## config.mk

```make
export PLATFORM = sky130hd
export DESIGN_NAME = sram_arbiter
export DESIGN_NICKNAME = d
export VERILOG_FILES = /design/src/rtl/sram_arbiter.sv
export SDC_FILE = /design/constraint.sdc
export NUM_CORES = 1
export LEC_CHECK = 0
export CAP_MARGIN = 40
export CORE_ASPECT_RATIO = 1.1
export CORE_UTILIZATION = 25
export CTS_CLUSTER_DIAMETER = 80
export DETAILED_ROUTE_END_ITERATION = 10
export GPL_TIMING_DRIVEN = 0
export HOLD_SLACK_MARGIN = 0.02
export PLACE_DENSITY = 0.58
export SYNTH_ARGS = -nofsm -noshare
export SYNTH_HDL_FRONTEND = slang
export SYNTH_SLANG_ARGS = --single-unit
```

## constraint.sdc

```tcl
create_clock -name clk -period 2.29 [get_ports clk]
set_input_delay 0.229 -clock clk [delete_from_list [all_inputs] [get_ports clk]]
set_output_delay 0.229 -clock clk [all_outputs]
set_load 0.01 [all_outputs]
```

## src/rtl/sram_arbiter.sv

```systemverilog
// sram_arbiter: shares one single-port SRAM between the deinterleaver stream,
// which has absolute priority, and a host request port that waits for a free
// cycle. The stream path is a combinational pass-through. The host path is a
// small FSM with a saturating wait counter and a sticky starvation flag.
//
// Build option: define SRAM_ARB_HOST_WRITE_EN to let host writes reach the
// SRAM. Without it, a host write is accepted and then dropped without any
// SRAM access.
//
// state | meaning
// IDLE  | h_ready=1, waiting for a host request
// PEND  | host request captured, waiting for a cycle with d_nce=1
// RDATA | host read data present on s_do, h_rvalid=1 for one cycle
module sram_arbiter #(
  parameter int unsigned STARVE_LIMIT = 64
) (
  input  logic        clk,
  input  logic        rst,
  // deinterleaver stream port
  input  logic [13:0] d_addr,
  input  logic        d_nce,
  input  logic        d_nwrt,
  input  logic [10:0] d_din,
  output logic [10:0] d_dout,
  output logic        d_valid,
  // host port
  input  logic        h_req,
  input  logic        h_wr,
  input  logic [13:0] h_addr,
  input  logic [10:0] h_wdata,
  output logic        h_ready,
  output logic [10:0] h_rdata,
  output logic        h_rvalid,
  output logic        h_starved,
  // SRAM port
  output logic [13:0] s_addr,
  output logic        s_nce,
  output logic        s_nwrt,
  output logic [10:0] s_din,
  input  logic [10:0] s_do
);

  typedef enum logic [1:0] {
    IDLE  = 2'd0,
    PEND  = 2'd1,
    RDATA = 2'd2
  } state_t;

`ifdef SRAM_ARB_HOST_WRITE_EN
  localparam logic HOST_WR_EN = 1'b1;
`else
  localparam logic HOST_WR_EN = 1'b0;
`endif

  localparam logic [8:0] STARVE_TC = 9'(STARVE_LIMIT);

  state_t      state_q, state_d;
  logic        req_wr_q, req_wr_d;
  logic [13:0] req_addr_q, req_addr_d;
  logic [10:0] req_wdata_q, req_wdata_d;
  logic [7:0]  wait_cnt_q, wait_cnt_d;
  logic        starved_q, starved_d;
  logic        d_valid_q, d_valid_d;
  logic [13:0] hold_addr_q, hold_addr_d;
  logic [10:0] hold_din_q, hold_din_d;
  logic        host_go;
  logic        starve_now;

  // Host FSM next state, request capture, wait counter and host grant.
  always_comb begin
    state_d     = state_q;
    req_wr_d    = req_wr_q;
    req_addr_d  = req_addr_q;
    req_wdata_d = req_wdata_q;
    wait_cnt_d  = wait_cnt_q;
    host_go     = 1'b0;
    unique case (state_q)
      IDLE: begin
        if (h_req) begin
          state_d     = PEND;
          req_wr_d    = h_wr;
          req_addr_d  = h_addr;
          req_wdata_d = h_wdata;
          wait_cnt_d  = 8'd0;
        end
      end
      PEND: begin
        if (wait_cnt_q != 8'hFF) begin
          wait_cnt_d = wait_cnt_q + 8'd1;
        end
        if (req_wr_q && !HOST_WR_EN) begin
          // dropped write: leave without touching the SRAM
          state_d = IDLE;
        end else if (d_nce) begin
          host_go = 1'b1;
          state_d = req_wr_q ? IDLE : RDATA;
        end
      end
      RDATA: begin
        state_d = IDLE;
      end
      default: begin
        state_d = IDLE;
      end
    endcase
    // a pending request is discarded by reset and never reaches the SRAM
    if (rst) begin
      state_d    = IDLE;
      wait_cnt_d = 8'd0;
      host_go    = 1'b0;
    end
  end

  // Starvation: the current PEND cycle is the STARVE_LIMIT-th one; flag is sticky.
  always_comb begin
    starve_now = (state_q == PEND) && !rst &&
                 (({1'b0, wait_cnt_q} + 9'd1) == STARVE_TC);
    starved_d  = rst ? 1'b0 : (starved_q | starve_now);
    d_valid_d  = !rst && !d_nce && d_nwrt;
  end

  // SRAM port mux: stream first, then host grant, otherwise idle with held address/data.
  always_comb begin
    s_addr = hold_addr_q;
    s_din  = hold_din_q;
    s_nce  = 1'b1;
    s_nwrt = 1'b1;
    if (!d_nce) begin
      s_addr = d_addr;
      s_din  = d_din;
      s_nce  = 1'b0;
      s_nwrt = d_nwrt;
    end else if (host_go) begin
      s_addr = req_addr_q;
      s_din  = req_wdata_q;
      s_nce  = 1'b0;
      s_nwrt = ~(req_wr_q & HOST_WR_EN);
    end
    hold_addr_d = s_addr;
    hold_din_d  = s_din;
  end

  // Control state registers with synchronous reset.
  always_ff @(posedge clk) begin
    if (rst) begin
      state_q    <= IDLE;
      wait_cnt_q <= 8'd0;
      starved_q  <= 1'b0;
      d_valid_q  <= 1'b0;
    end else begin
      state_q    <= state_d;
      wait_cnt_q <= wait_cnt_d;
      starved_q  <= starved_d;
      d_valid_q  <= d_valid_d;
    end
  end

  // Datapath registers; the held SRAM address/data keep tracking the stream during reset.
  always_ff @(posedge clk) begin
    req_wr_q    <= req_wr_d;
    req_addr_q  <= req_addr_d;
    req_wdata_q <= req_wdata_d;
    hold_addr_q <= hold_addr_d;
    hold_din_q  <= hold_din_d;
  end

  assign d_valid   = d_valid_q;
  assign d_dout    = s_do;
  assign h_ready   = (state_q == IDLE);
  assign h_rvalid  = (state_q == RDATA);
  assign h_rdata   = s_do;
  assign h_starved = starved_q | starve_now;

endmodule

```

## After elaboration in Yosys (flattened, before gate mapping)

Index checks and enable logic that the tools add are counted.

| storage, ports and cells | value |
|---|---|
| memories | 0 |
| bits in writable memories | 0 |
| input port bits | 67 |
| latch bits | 0 |
| memory bits (read-only) | 0 |
| word-level logic and storage cells | 48 |
| register bits after elaboration | 63 |
| output and inout port bits | 53 |

| cells by class | value |
|---|---|
| reductions and logical operators | 11 |
| eq/ne operators | 7 |
| shifts and indexed selects | 0 |
| div/mod/pow operators | 0 |
| multiply operators | 0 |
| $add $sub $neg | 2 |
| $lt $le $gt $ge | 0 |
| bitwise logic cells | 1 |
| mux-type cells | 18 |

Operators with widths:

| cell | count |
|---|---|
| $mux 14 | 2 |
| $mux 11 | 2 |
| $mux 8 | 2 |
| $pmux 8 s2 | 1 |
| $add 8x1->9 const B | 1 |
| $eq 9x7->1 const B | 1 |
| $add 8x1->8 const B | 1 |
| $ne 8x8->1 const B | 1 |
| $mux 1 | 7 |
| $mux 2 | 3 |
| $logic_and 1x1->1 | 4 |
| $ne 2x2->1 const B | 2 |
| $pmux 2 s2 | 1 |
| $reduce_and 2->1 | 2 |
| $ne 3x3->1 const B | 1 |
| $reduce_and 3->1 | 1 |
| $eq 2x1->1 const B | 1 |
| $eq 2x2->1 const B | 1 |
| $logic_not 1->1 | 2 |
| $logic_not 2->1 | 1 |
| $reduce_bool 2->1 | 1 |
| $or 1x1->1 | 1 |

## Longest topological paths before layout

| logic depth | value |
|---|---|
| depth in word-level cells | 6 |
| mapped depth | 7 |
| depth with buffers taken out | 5 |

## Least setup slack after synthesis

Ideal clock, no wire load.

| timing path | value |
|---|---|
| path type | flip-flop to output port |
| start | register state_q[0] |
| end | output port s_addr[0] |
| required time | 2.061 ns |
| arrival | 1.748 ns |
| path slack | 0.313 ns |
| cell stages (with the launch flop) | 8 |
| buffers on the path | 3 |
| cells stage by stage | dfxtp_1 > nand2b_1 > buf_6 > or4b_4 > buf_6 > buf_6 > mux2i_1 > a21oi_1 |

| on the way | value |
|---|---|
| cells in the longest elaborated chain, start to end | 5 |

RTL lines:

| what | line | source |
|---|---|---|
| start: declaration | 57 | `state_t state_q, state_d;` |
| start signal: assignment | 151 | `state_q <= state_d;` |
| $eq 2x1->1 | 77 | `unique case (state_q)` |
| $mux 1 | 77 |  |
| $mux 1 | 107 | `if (rst) begin` |
| $mux 14 | 133 | `end else if (host_go) begin` |
| $mux 14 | 128 | `if (!d_nce) begin` |
| end: declaration | 36 | `output logic [13:0] s_addr,` |

No other way between the ends.

## Worst setup path after layout

| timing path | value |
|---|---|
| start | register state_q[1] |
| end | output port s_addr[4] |

Same word-level chain as after synthesis.

==> results.yml <==
status:
  outcome: "finished with violations"
  failed_checks: "negative setup slack"
global_route:
  antenna_found_initial: 0
  grt_use_met2_pct: 21.74
  grt_pass1_wl_mm: 10.67
  grt_overflow: 0
  grt_max_degree: 15
  grt_usage_pct: 12.52
  top_usage_layer: "met2"
  grt_use_met3_pct: 4.747
  grt_pass1_vias: 2294
  grt_util_met1_pct: 13.77
yosys:
  synth_common_cells: "dfxtp_1 (37), a21oi_1 (33), nor2_1 (33)"
  ys_warn_count: 0
  synth-async-reset-ratio_pct: 0
  synthTopCellsByArea: "edfxtp_1 (29%), dfxtp_1 (28%), mux2i_1 (9.4%), a21oi_1 (6.2%), buf_4 (6.2%)"
  syn-num-nets: 312
  yosysTopAreaCellShare_pct: 29.20
  yosysSeqAreaShare_pct: 56.90
  synth_edf_count: 26
  postSynthCellCount: 243
  synthFlopType: "dfxtp_1"
  synth.most_common_cell: "dfxtp_1"
  netlist_area_sq_um: 2674
  synth_top_cell_by_area: "edfxtp_1"
  synth_seq_cells: 63
  yosysUniqueCellTypes: 36
  synth_area_per_cell_sq_um: 11.00
routing:
  routed_wl_mm: 6.806
  drt_iter0_drc: 42
  vias: 2225
  wire_per_inst_microns: 13.16
  dr.pass1.iters: 4
  antenna_left: 0
  drc: 0
  via_per_inst: 4.304
sta:
  final_max_slew_viol_count: 0
  tightest_slew_ns: 0.7647
  relSlewSlack_pct: 49.02
  finalSetupViolations: 21
  fmax_mhz: 424.2
  finalWorstSetupSlack_ns: -0.06719
  hold_ws_ns: 0.4026
  timing.final.crit_share_pct: 102.9
  rsz0062_at_grt: "true"
  min_period_ns: 2.357
  fin_skew_ns: 0.005184
  hold_viol_final: 0
placement:
  io_buffers: 107
  hpwl_mm: 4.792
  dp.cells: 494
  place_area_sq_um: 3951
  place.gp.congestion: 0.7706
final_layout:
  syn_to_final_growth_pct: 61.25
  finalNonFillerCells: 517
  drive_gt1_share_pct: 27.27
  nNetsFinal: 438
  diodes: 0
  design_area_sq_um: 4312
critical_path:
  critPathCaptureType: "output pin"
  cp.required_ns: 2.06
  r2r_slack_ns: 0.40
  cpMaxStageDelayCell: "or4b_4"
  critical_path.max_stage_delay_ns: 0.58
  arrival_ns: 2.13
  path_cells: "nand2b_4 -> or4b_4 -> buf_12 -> buf_12 -> mux2i_1 -> a21oi_1 -> buf_2"
  start_kind: "flop"
  crit_path_max_fanout: 10
  path_class: "reg2out"
  crit_top_cell: "buf_12"
pwr:
  p_per_area_nw_per_um2: 705.7
  vdd_drop_max_v: 0.0003823
  p_leak_nw: 1.806
clock_network:
  clk_pin_slew_ns: 0.06
  ctsHoldBuffers: 0
  worstSkewPairLatency_ns: 0.32
  cts_sinks: 63
  cts_tree: "yes"
  cts_root_buffer: "clkbuf_16"
  htree_levels: 3
  cts_buffer_depth: 2
  cts_buffers: 9
floorplan:
  coreArea_sq_um: 10390
  dieArea_sq_um: 11110
  initial_core_util_pct: 25.73
  std_cell_rows: 39
  die_w_microns: 100.6
  ioPinCount: 120
  die_h_microns: 110.5
hold_path:
  hold_path_class: "in2reg"
job:
  drv_cap: 0
==> worst max-delay path: cells and delay by family (launching register included) <==
family / cells / cell delay (ns)
AOI/OAI and AO/OA: 1 / 0.18
DFF: 1 / 0.32
muxes: 1 / 0.12
and+or+nand+nor: 2 / 0.72
buffers and inverters: 3 / 0.48
==> sequential cells by signal (all words and copies together) (netlist names) <==
name / flops
req_wdata_q: 11
wait_cnt_q: 8
req_wr_q: 1
starved_q: 1
hold_addr_q: 14
state_q: 2
hold_din_q: 11
req_addr_q: 14
d_valid: 1
==> metrics by stage <==
step	setup TNS, ns	utilization, %	total power, mW	setup slack [ns]
2_1_floorplan	0	-	1.475	0.3127
3_3_place_gp	-8.680	37.75	1.734	-0.4145
3_5_place_dp	-8.714	38.02	1.748	-0.4056
4_1_cts	-2.164	40.95	3.079	-0.1187
5_1_grt	-2.718	41.48	3.176	-0.1575
6_report	-0.6623	41.48	3.043	-0.06719
==> kinds of logic (layout without fill, tap and decap cells) <==
family	after synthesis	count (layout)	synth area share [%]
AOI/OAI and AO/OA	51	51	11.00
xor gates and xnor gates	2	2	0.6552
adders and majority gates	2	2	0.9357
buffers and inverters	39	170	9.687
DFF	63	63	56.90
muxes	25	25	9.359
and+or+nand+nor	61	61	11.46
==> layer usage <==
metal | vias to the layer above | share of wire (%)
met1 | 1030 | 40
met5 | - | 0
met3 | 6 | 8.1
met4 | 0 | 1.0
li1 | 1100 | -
met2 | 89 | 51
==> where the power goes <==
group	internal (mW)	leakage, nW	total, mW	switching, mW
sequential	1.25	0.559	1.28	0.0246
combinational	0.245	1.11	0.421	0.176
clock	0.843	0.142	1.34	0.502
total	2.34	1.81	3.04	0.702
==> worst paths after layout <==
kind,startpoint,endpoint,cells after the start
min,d_nce,hold_addr_q[13],3
max reg2reg,wait_cnt_q[4],wait_cnt_q[2],5
min reg2reg,starved_q,starved_q,2
max,state_q[1],s_addr[4],7
==> final cells by class <==
type | count | area, sq um
Multi-Input combinational cell | 141 | 970.9
Clock buffer | 9 | 225.2
Clock inverter | 7 | 72.57
Fill cell | 1042 | 6082
Buffer | 33 | 256.5
Sequential cell | 63 | 1528
Tap cell | 143 | 178.9
Timing Repair Buffer | 118 | 1069
Inverter | 3 | 11.26
==> repair_timing <==
| action | 4_1_cts | 5_1_grt |
|---|---|---|
| gates cloned | 1 | 1 |
| endpoints found under the hold margin | 0 | 0 |
| setup endpoints to repair | 27 | 26 |
| resized for setup | 121 | 16 |
| setup buffers | 6 | 3 |
| pin swaps | 24 | 5 |
==> cell usage in the layout (no fill, tap or decap), types with 2 or more instances in the layout <==
master           instances
nand4_1                  3
clkdlybuf4s50_1         80
dfxtp_1                 34
or2_2                    2
nand2_1                  3
a21oi_1                 28
o21ba_2                  2
nand2b_1                 2
mux2i_1                 24
dfxtp_2                  2
nor2_1                  33
clkinv_2                 2
a21oi_2                  5
and2_1                   4
clkinvlp_4               2
inv_1                    3
clkbuf_16               10
nand3_1                  2
buf_4                   30
edfxtp_1                26
or4_1                    3
o21ai_0                  6
buf_2                   27
buf_12                   4
clkbuf_1                 7
Power figures use the tool's default switching activity.
